### config.mk
export PLATFORM = sky130hd
export DESIGN_NAME = player_link_tx_flat
export DESIGN_NICKNAME = d
export VERILOG_FILES = /design/src/rtl/player_link_tx_pkg.sv /design/src/rtl/player_link_tx_if.sv /design/src/rtl/player_link_tx_uart_byte.sv /design/src/rtl/player_link_tx.sv /design/src/flat_wrapper.sv
export SDC_FILE = /design/constraint.sdc
export NUM_CORES = 1
export LEC_CHECK = 0
export BUFFER_PORTS_ARGS = -buffer_cell sky130_fd_sc_hd__buf_2
export CORE_ASPECT_RATIO = 0.9
export CORE_MARGIN = 10
export CORE_UTILIZATION = 55
export DETAILED_ROUTE_END_ITERATION = 6
export PLACE_DENSITY = 0.76
export REMOVE_ABC_BUFFERS = 1
export SYNTH_ARGS = -nofsm -noshare
export SYNTH_HDL_FRONTEND = slang
export SYNTH_HIERARCHICAL = 1
export SYNTH_SLANG_ARGS = --single-unit
### constraint.sdc
create_clock -name clk -period 3.3 [get_ports clk]
set_input_delay 0.165 -clock clk [delete_from_list [all_inputs] [get_ports clk]]
set_output_delay 0.165 -clock clk [all_outputs]
set_load 0.005 [all_outputs]
### src/rtl/player_link_tx_pkg.sv
// link_pkg: shared types and constants for the player-to-player link.
//   HDR_DEFAULT   : header nibble that the receiver uses to find frame alignment
//   BYTES_PER_MSG : number of UART bytes in one status message
//   link_state_t  : byte-serialiser states
//   msg_state_t   : message-level sequencing states
//   link_msg_t    : status snapshot {ready, hit, cords}
//   msg_byte()    : builds one message byte from a snapshot
package link_pkg;

    localparam logic [3:0] HDR_DEFAULT   = 4'hA;
    localparam int         BYTES_PER_MSG = 2;

    typedef enum logic [2:0] {
        IDLE,
        START,
        DATA,
        PARITY,
        STOP,
        DONE
    } link_state_t;

    typedef enum logic [1:0] {
        MSG_IDLE,
        MSG_SEND,
        MSG_DONE
    } msg_state_t;

    typedef struct packed {
        logic       ready;
        logic       hit;
        logic [7:0] cords;
    } link_msg_t;

    // byte 0 = {hdr, 2'b00, ready, hit}, byte 1 = cords
    function automatic logic [7:0] msg_byte(input link_msg_t m,
                                            input logic [3:0] hdr,
                                            input logic       idx);
        return idx ? m.cords : {hdr, 2'b00, m.ready, m.hit};
    endfunction

endpackage

### src/rtl/player_link_tx_if.sv
// player_link_tx_if: status inputs from the local game FSM and the serial
// line/status outputs of the link transmitter.
//   ready_in, hit_in, cords_in : current local status
//   resend_req                 : one-cycle request to retransmit the status
//   tx                         : UART line, idle high
//   busy                       : message in flight
//   sent                       : one-cycle pulse when a message completes
// master = game side, slave = transmitter.
interface player_link_tx_if;

    logic       ready_in;
    logic       hit_in;
    logic [7:0] cords_in;
    logic       resend_req;
    logic       tx;
    logic       busy;
    logic       sent;

    modport master (
        output ready_in, hit_in, cords_in, resend_req,
        input  tx, busy, sent
    );

    modport slave (
        input  ready_in, hit_in, cords_in, resend_req,
        output tx, busy, sent
    );

endinterface

### src/rtl/player_link_tx_uart_byte.sv
// link_uart_byte_tx: serialises one byte as start, 8 data bits LSB first,
// optional even parity, stop. Every bit lasts CLKS_PER_BIT cycles.
// A start request accepted in cycle N puts the start bit on tx from N+1.
// byte_done is high in the last cycle of the stop bit; a start request in
// that same cycle chains the next byte with no idle gap.
// Build option: LINK_PARITY_EN inserts the PARITY bit (8E1), else 8N1.
//   clk, rst  : clock, synchronous active-high reset
//   start     : request to send data (taken in IDLE or on byte_done)
//   data      : byte to send, sampled with start
//   tx        : serial output
//   byte_done : last cycle of the stop bit
//
// state  | meaning
// IDLE   | line idle, waiting for start
// START  | start bit (0)
// DATA   | data bits, LSB first
// PARITY | even parity over the data bits
// STOP   | stop bit (1)
module link_uart_byte_tx
    import link_pkg::*;
#(
    parameter int CLKS_PER_BIT = 564
) (
    input  logic       clk,
    input  logic       rst,
    input  logic       start,
    input  logic [7:0] data,
    output logic       tx,
    output logic       byte_done
);

    localparam logic [15:0] BIT_RELOAD = 16'(CLKS_PER_BIT - 1);

    link_state_t state, state_nxt;
    logic [15:0] clk_cnt;
    logic [2:0]  bit_idx;
    logic [7:0]  shreg;
    logic        par_bit;
    logic        bit_tc;
    logic        load;

    assign bit_tc = (clk_cnt == 16'd0);
    assign load   = start && ((state == IDLE) || ((state == STOP) && bit_tc));

    always_comb begin
        state_nxt = state;
        byte_done = 1'b0;
        case (state)
            IDLE:   if (start) state_nxt = START;
            START:  if (bit_tc) state_nxt = DATA;
            DATA: begin
                if (bit_tc && (bit_idx == 3'd7)) begin
`ifdef LINK_PARITY_EN
                    state_nxt = PARITY;
`else
                    state_nxt = STOP;
`endif
                end
            end
            PARITY: if (bit_tc) state_nxt = STOP;
            STOP: begin
                if (bit_tc) begin
                    byte_done = 1'b1;
                    state_nxt = start ? START : IDLE;
                end
            end
            default: state_nxt = IDLE;
        endcase
    end

    // The divider reloads on every state change and at each bit boundary,
    // so bit timing never accumulates error across the frame.
    always_ff @(posedge clk) begin
        if (rst) begin
            state   <= IDLE;
            clk_cnt <= BIT_RELOAD;
            bit_idx <= 3'd0;
            shreg   <= 8'h00;
            par_bit <= 1'b0;
        end else begin
            state <= state_nxt;
            if ((state == IDLE) || (state_nxt != state) || bit_tc) begin
                clk_cnt <= BIT_RELOAD;
            end else begin
                clk_cnt <= clk_cnt - 16'd1;
            end
            if (load) begin
                shreg   <= data;
                par_bit <= ^data;
            end else if ((state == DATA) && bit_tc) begin
                shreg   <= {1'b0, shreg[7:1]};
                bit_idx <= bit_idx + 3'd1;
            end
            if ((state != DATA) && (state_nxt == DATA)) begin
                bit_idx <= 3'd0;
            end
        end
    end

    always_comb begin
        tx = 1'b1;
        case (state)
            START:   tx = 1'b0;
            DATA:    tx = shreg[0];
            PARITY:  tx = par_bit;
            default: tx = 1'b1;
        endcase
    end

endmodule

### src/rtl/player_link_tx.sv
// player_link_tx: transmit end of the player-to-player link. Watches the
// local status {ready, hit, cords} and sends it as a 2-byte UART message
// whenever it differs from the last message sent, or on resend_req.
// Build option: LINK_PARITY_EN (8E1 framing, handled in link_uart_byte_tx).
//   clk, rst : clock, synchronous active-high reset
//   link     : player_link_tx_if.slave (status in, tx/busy/sent out)
// Parameters: CLKS_PER_BIT (2..65535), HDR (byte-0 header nibble).
//
// state    | meaning
// MSG_IDLE | compare status with last_sent, wait for trigger
// MSG_SEND | bytes of the message in flight
// MSG_DONE | one cycle: sent pulse, line idle
module player_link_tx
    import link_pkg::*;
#(
    parameter int         CLKS_PER_BIT = 564,
    parameter logic [3:0] HDR          = HDR_DEFAULT
) (
    input  logic             clk,
    input  logic             rst,
    player_link_tx_if.slave  link
);

    localparam logic LAST_IDX = 1'(BYTES_PER_MSG - 1);

    msg_state_t state, state_nxt;
    link_msg_t  snap;
    link_msg_t  msg;
    link_msg_t  last_sent;
    logic       pending;
    logic       byte_idx;
    logic       trigger;
    logic       byte_start;
    logic [7:0] byte_data;
    logic       byte_done;
    logic       tx_ser;

    assign snap = {link.ready_in, link.hit_in, link.cords_in};

    always_comb begin
        state_nxt  = state;
        trigger    = 1'b0;
        byte_start = 1'b0;
        byte_data  = msg_byte(msg, HDR, byte_idx);
        case (state)
            MSG_IDLE: begin
                trigger = (snap != last_sent) || link.resend_req || pending;
                if (trigger) begin
                    // byte 0 comes straight from the live snapshot; msg is
                    // only valid from the next cycle
                    byte_start = 1'b1;
                    byte_data  = msg_byte(snap, HDR, 1'b0);
                    state_nxt  = MSG_SEND;
                end
            end
            MSG_SEND: begin
                if (byte_done) begin
                    if (byte_idx == LAST_IDX) begin
                        state_nxt = MSG_DONE;
                    end else begin
                        byte_start = 1'b1;
                        byte_data  = msg_byte(msg, HDR, byte_idx + 1'b1);
                    end
                end
            end
            MSG_DONE: state_nxt = MSG_IDLE;
            default:  state_nxt = MSG_IDLE;
        endcase
    end

    always_ff @(posedge clk) begin
        if (rst) begin
            state     <= MSG_IDLE;
            msg       <= '0;
            last_sent <= '0;
            pending   <= 1'b0;
            byte_idx  <= 1'b0;
        end else begin
            state <= state_nxt;
            if ((state == MSG_IDLE) && trigger) begin
                msg       <= snap;
                last_sent <= snap;
                byte_idx  <= 1'b0;
                pending   <= 1'b0;
            end else begin
                // any number of requests outside IDLE collapse to one resend
                if ((state != MSG_IDLE) && link.resend_req) begin
                    pending <= 1'b1;
                end
                if ((state == MSG_SEND) && byte_done && (byte_idx != LAST_IDX)) begin
                    byte_idx <= byte_idx + 1'b1;
                end
            end
        end
    end

    link_uart_byte_tx #(
        .CLKS_PER_BIT (CLKS_PER_BIT)
    ) u_byte_tx (
        .clk       (clk),
        .rst       (rst),
        .start     (byte_start),
        .data      (byte_data),
        .tx        (tx_ser),
        .byte_done (byte_done)
    );

    assign link.tx   = tx_ser;
    assign link.busy = (state == MSG_SEND);
    assign link.sent = (state == MSG_DONE);

endmodule
### src/flat_wrapper.sv
// flat-port wrapper written by rule: the top's interface ports become plain ports
module player_link_tx_flat import link_pkg::*;
#(
    parameter int         CLKS_PER_BIT = 564,
    parameter logic [3:0] HDR          = HDR_DEFAULT
)
  (clk, rst, link_ready_in, link_hit_in, link_cords_in, link_resend_req, link_tx, link_busy, link_sent);
  player_link_tx_if link_i ();
  input  logic clk;
  input  logic rst;
  input wire logic [$bits(link_i.ready_in)-1:0] link_ready_in;
  input wire logic [$bits(link_i.hit_in)-1:0] link_hit_in;
  input wire logic [$bits(link_i.cords_in)-1:0] link_cords_in;
  input wire logic [$bits(link_i.resend_req)-1:0] link_resend_req;
  output wire logic [$bits(link_i.tx)-1:0] link_tx;
  output wire logic [$bits(link_i.busy)-1:0] link_busy;
  output wire logic [$bits(link_i.sent)-1:0] link_sent;
  assign link_i.ready_in = link_ready_in;
  assign link_i.hit_in = link_hit_in;
  assign link_i.cords_in = link_cords_in;
  assign link_i.resend_req = link_resend_req;
  assign link_tx = link_i.tx;
  assign link_busy = link_i.busy;
  assign link_sent = link_i.sent;
  player_link_tx #(.CLKS_PER_BIT(CLKS_PER_BIT), .HDR(HDR)) u_core (.clk(clk), .rst(rst), .link(link_i));
endmodule
## Yosys cells after proc, flatten, opt, wreduce, memory -nomap -nowiden

Index checks and enable logic that the tools add are counted.

- Register bits after elaboration: 45
- Input port bits: 13
- Output and inout port bits: 3
- Logic and storage cells: 82

- Add/sub/neg operators: 3
- Eq/ne operators: 14
- Muxes and demuxes: 27
- Bitwise logic cells: 2
- Reduce and logical (&&, ||, !) cells: 25

Operators by type and width:

| cell | number |
|---|---|
| two-way mux 8 bit | 7 |
| zero test 16 bit | 1 |
| case mux 8 bit (2 select lines) | 1 |
| subtractor 16 x 1 -> 16 bit (second input constant) | 1 |
| two-way mux 3 bit | 5 |
| case mux 3 bit (5 select lines) | 1 |
| inequality test 10 bit | 1 |
| == test 3 x 2 -> 1 bit (second input constant) | 3 |
| logical AND 1 bit | 9 |
| XOR reduction 8 bit | 1 |
| two-way mux 1 bit | 7 |
| == test 3 bit (second input constant) | 2 |
| two-way mux 2 bit | 3 |
| inequality test 2 x 1 -> 1 bit (second input constant) | 3 |
| OR reduction 2 bit | 3 |
| logical OR 1 bit | 5 |
| case mux 2 bit (2 select lines) | 1 |
| nonzero test 2 bit | 2 |
| adder 3 x 1 -> 3 bit (second input constant) | 1 |
| == test 3 x 1 -> 1 bit (second input constant) | 1 |
| zero test 3 bit | 1 |
| inequality test 3 x 2 -> 1 bit (second input constant) | 1 |
| inequality test 3 bit | 1 |
| case mux 1 bit (3 select lines) | 1 |
| other kinds (8) | 9 |

## Longest topological paths before layout

- Depth in word-level cells: 12
- Gate-level depth with buffers: 13
- Mapped depth without buffers: 12

## Modules after synthesis

Netlist, hierarchy kept.

Modules (own cells, without submodules):

| module | instances | cells each | area an instance (sq um) | sequential area each (sq um) |
|---|---|---|---|---|
| link_uart_byte_tx | 1 | 160 | 1450.1 | 620.6 |
| player_link_tx | 1 | 107 | 853.3 | 280.3 |

## Worst setup path before layout

OpenSTA, ideal clock, no wires.

- Path kind: register to register
- Start: register u_core.u_byte_tx.clk_cnt[7]
- End: register u_core.u_byte_tx.par_bit
- Setup time: 0.086 ns
- Arrival time: 2.801 ns
- Required time: 3.214 ns
- Setup slack: 0.414 ns
- Stages on the path, launching flop included: 12
- Buffers on the path: 1
- Period minus slack after synthesis: 2.886 ns
- Cells stage by stage: dfxtp_1 or4_4 nor4_4 buf_6 and3_1 a21oi_2 mux2_2 mux2_2 xnor2_1 xnor2_1 xnor2_1 a211oi_1

- Longest elaborated chain between the ends: 6
- Elaborated cells on any way between the ends: 11
- Classes of those cells: mux (6); reduce/logical (5)

Ends and longest elaborated chain:

| element | RTL line | text |
|---|---|---|
| start: declaration | player_link_tx_uart_byte.sv:35 | `logic [15:0] clk_cnt;` |
| start signal: assignment | player_link_tx_uart_byte.sv:85 | `clk_cnt <= clk_cnt - 16'd1;` |
| zero test 16 bit | player_link_tx_uart_byte.sv:42 | `assign bit_tc = (clk_cnt == 16'd0);` |
| two-way mux 1 bit | player_link_tx_uart_byte.sv:62 | `if (bit_tc) begin` |
| two-way mux 1 bit | player_link_tx_uart_byte.sv:48 | `case (state)` |
| net u_core.byte_done | player_link_tx.sv:35 | `logic byte_done;` |
| two-way mux 8 bit | player_link_tx.sv:57 | `if (byte_done) begin` |
| case mux 8 bit (2 select lines) | player_link_tx.sv:45 | `case (state)` |
| net u_core.byte_data[0] | player_link_tx.sv:34 | `logic [7:0] byte_data;` |
| XOR reduction 8 bit | player_link_tx_uart_byte.sv:89 | `par_bit <= ^data;` |
| end signal: assignment | player_link_tx_uart_byte.sv:89 |  |
| end: declaration | player_link_tx_uart_byte.sv:38 | `logic par_bit;` |

The timed path passes the listed nets, and every way through them passes these cells.
A chain may end at the register's enable or synchronous reset.

## Worst setup path after layout

Same ends and word-level chain as after synthesis.

==> metrics.txt <==
clock buffer depth 2; core area 0.00407 mm2; final setup vio count 0; first-pass GRT wire length 7950 um; Rows 22; setup bufs post-CTS 0; htree depth 2; Distinct cells, synth 42; CP endpoint kind flop; worst reg-to-reg setup slack 0.42 ns; Worst path most repeated cell xnor2_1; drt via density 5.74; max-slew headroom at the worst pin 0.515; Clock Skew 0.00515 ns; Resized Gates After CTS 0; Syn-to-layout area delta 7.93%; fin crit period 2.88 ns; initial DRC count 143; total gr overflow 0; Worst Path Arrival 3.08 ns; CP Launch Type flop; crit-path cells or4_4 -> nor4_4 -> and3_1 -> a21oi_2 -> mux2_2 -> mux2_2 -> xnor2_1 -> xnor2_1 -> xnor2_1 -> a211oi_1; Critical Path RT 3.50 ns; Worst path max stage delay 0.57 ns; most numerous cell in the Yosys netlist dfxtp_1; Post-Syn Area per Cell 8.63 um2; Net Sw Frac 0.245; number of global-route vias before repair 1825; final WL 4540 um; Initial Util 0.565; Cells after Synth 267; Sum Neg Setup Slack 0 ns; dpl hpwl 3320 um; Placed Cells 321; # IOs 16; endpoints failing hold 0; number of synthesis warnings 6; Synth area leaders dfxtp_1, xnor2_1, nand2_1; Critical Path Fanout Max 9; fin. max-slew vios 0; Int Power 787 uW; sequential-to-total area share from yosys stat 0.391; gr usage total 0.134; Worst-path clk slew 0.08 ns; switching power 255 uW; Die X 88.2 um; Filler cells 365; Top FF cell, synth dfxtp_1; top post-synthesis cells by count dfxtp_1, nand2_1, xnor2_1; combinational group share of total power 0.125; kind of critical path flop to flop; worst-margin pin slew 0.720 ns; unrepaired setup endpoints after global routing false; Fmax 0.347 GHz; clock root buffer master clkbuf_8; maxcap violations 0; post-route ant nets 0; Cell Area, Synth 0.00230 mm2; PD cells 419 mW/mm2; outcome finished clean; top-area cell type share of the netlist area 0.391; wire length per cell 13.8 um; register bit total from synthesis 45; largest net degree at the start of global routing 25; full die area 0.00718 mm2; TritonRoute pass-1 iters 5; hold buffers post-CTS 0; DRC viols 0; Leak 0.000903 uW; Tcrit/Tclk final 0.872; fin cells 328; largest area contributor in the netlist dfxtp_1; Worst-Skew Late Latency 0.28 ns; CP max-delay cell or4_4; async set-reset flop share out of synthesis 0; clock power share 0.315; Buffers on Ports 15; share of power burned in registers 0.561; Die Height 81.4 um; total power 1040 uW; clk sinks 45; worst IR drop on VDD 0.295 mV; n_diodes 0; vias post-DR 1882; initial antenna violation count 0; Hold Path Class input pin to flop; CTS buffer count 5; share of cells above drive strength 1 0.139; CTS tree done; Post-synth EDFFs 0; GP Congestion 0.783; Nets 297
placed cells by master, fill, tap and decap left out, types with 6 or more instances in the layout:
| cell | netlist | final |
|---|---|---|
| nor3_1 | 7 | 7 |
| o21ai_0 | 6 | 6 |
| dfxtp_1 | 45 | 45 |
| inv_1 | 6 | 6 |
| a21oi_1 | 18 | 18 |
| clkbuf_8 | 0 | 6 |
| nand2_1 | 35 | 35 |
| xnor2_1 | 24 | 24 |
| nor2_1 | 18 | 18 |
| or3_1 | 10 | 10 |
| a22oi_1 | 7 | 7 |
| xor2_1 | 8 | 8 |
| and3_1 | 6 | 6 |
| buf_2 | 4 | 15 |
| nand3_1 | 10 | 10 |
path summary, 6_finish.rpt:
check,endpoint,start,cells past startpoint
min,u_core/pending$_SDFFE_PP0P_,link_resend_req,2
max reg2reg,u_core/u_byte_tx/par_bit$_SDFFE_PP0P_,u_core/u_byte_tx/clk_cnt[7]$_SDFF_PP0_,10
max,u_core/u_byte_tx/par_bit$_SDFFE_PP0P_,u_core/u_byte_tx/clk_cnt[7]$_SDFF_PP0_,10
min reg2reg,u_core/u_byte_tx/clk_cnt[0]$_SDFF_PP1_,u_core/u_byte_tx/clk_cnt[0]$_SDFF_PP1_,1
worst max-delay path: cells and delay by family (launching register included):
kind	cells	cell delay [ns]
simple gates	3	1.12
xor+xnor	3	0.43
mux	2	0.56
flops	1	0.34
compound gates	2	0.34
registers in the layout, summed over array words and instances, names as in the netlist:
name,cells
u_core/u_byte_tx/clk_cnt,16
u_core/last_sent,10
u_core/u_byte_tx/shreg,8
u_core/u_byte_tx/bit_idx,3
u_core/u_byte_tx/state,3
u_core/state,2
u_core/byte_idx,1
u_core/pending,1
u_core/u_byte_tx/par_bit,1
final cells by class:
type	instances	area, um2	area share
Multi-Input combinational cell	204	1320	0.530
Sequential cell	45	901	0.362
Timing Repair Buffer	18	97.6	0.0393
Clock buffer	7	86.3	0.0347
Tap cell	48	60.1	0.0242
Inverter	6	22.5	0.00906
per-layer routing:
metal  wire, um  share of wire  GRT usage
met5          0              0          0
met4         19         0.0042     0.0355
met3        185          0.041     0.0300
met2       2150           0.47      0.215
met1       2190           0.48      0.176
metrics by stage:
step / instance area [um2] / hold WS (ns) / setup WS (ns) / util
after global placement: 2400 / 0.392 / 0.482 / 0.589
after CTS: 2490 / 0.110 / 0.389 / 0.610
after floorplan: 2240 / 0.234 / 0.330 / -
after global routing: 2490 / 0.120 / 0.217 / 0.610
final: 2490 / 0.121 / 0.422 / 0.610
after detailed placement: 2400 / 0.395 / 0.408 / 0.589
power groups by stage:
stage | combinational (uW) | clock, uW | sequential (uW)
final | 130 | 328 | 585
after global routing | 146 | 370 | 588
after CTS | 130 | 343 | 584
after detailed placement | 130 | 0 | 597
after global placement | 126 | 0 | 597
after floorplan | 91.0 | 0 | 591
cell families (layout without fill, tap and decap cells):
family                   count (synthesis)  in the layout  synth area share
AO/OA/AOI/OAI                           49             49             0.142
XOR/XNOR                                32             32             0.122
adder cells (fa/ha/maj)                  4              4            0.0217
buffers and inverters                   18             31            0.0364
flip-flops                              45             45             0.391
multiplexers                             4              4            0.0196
AND/OR/NAND/NOR                        115            115             0.268
Note: power is estimated with default switching activity, not from simulation.
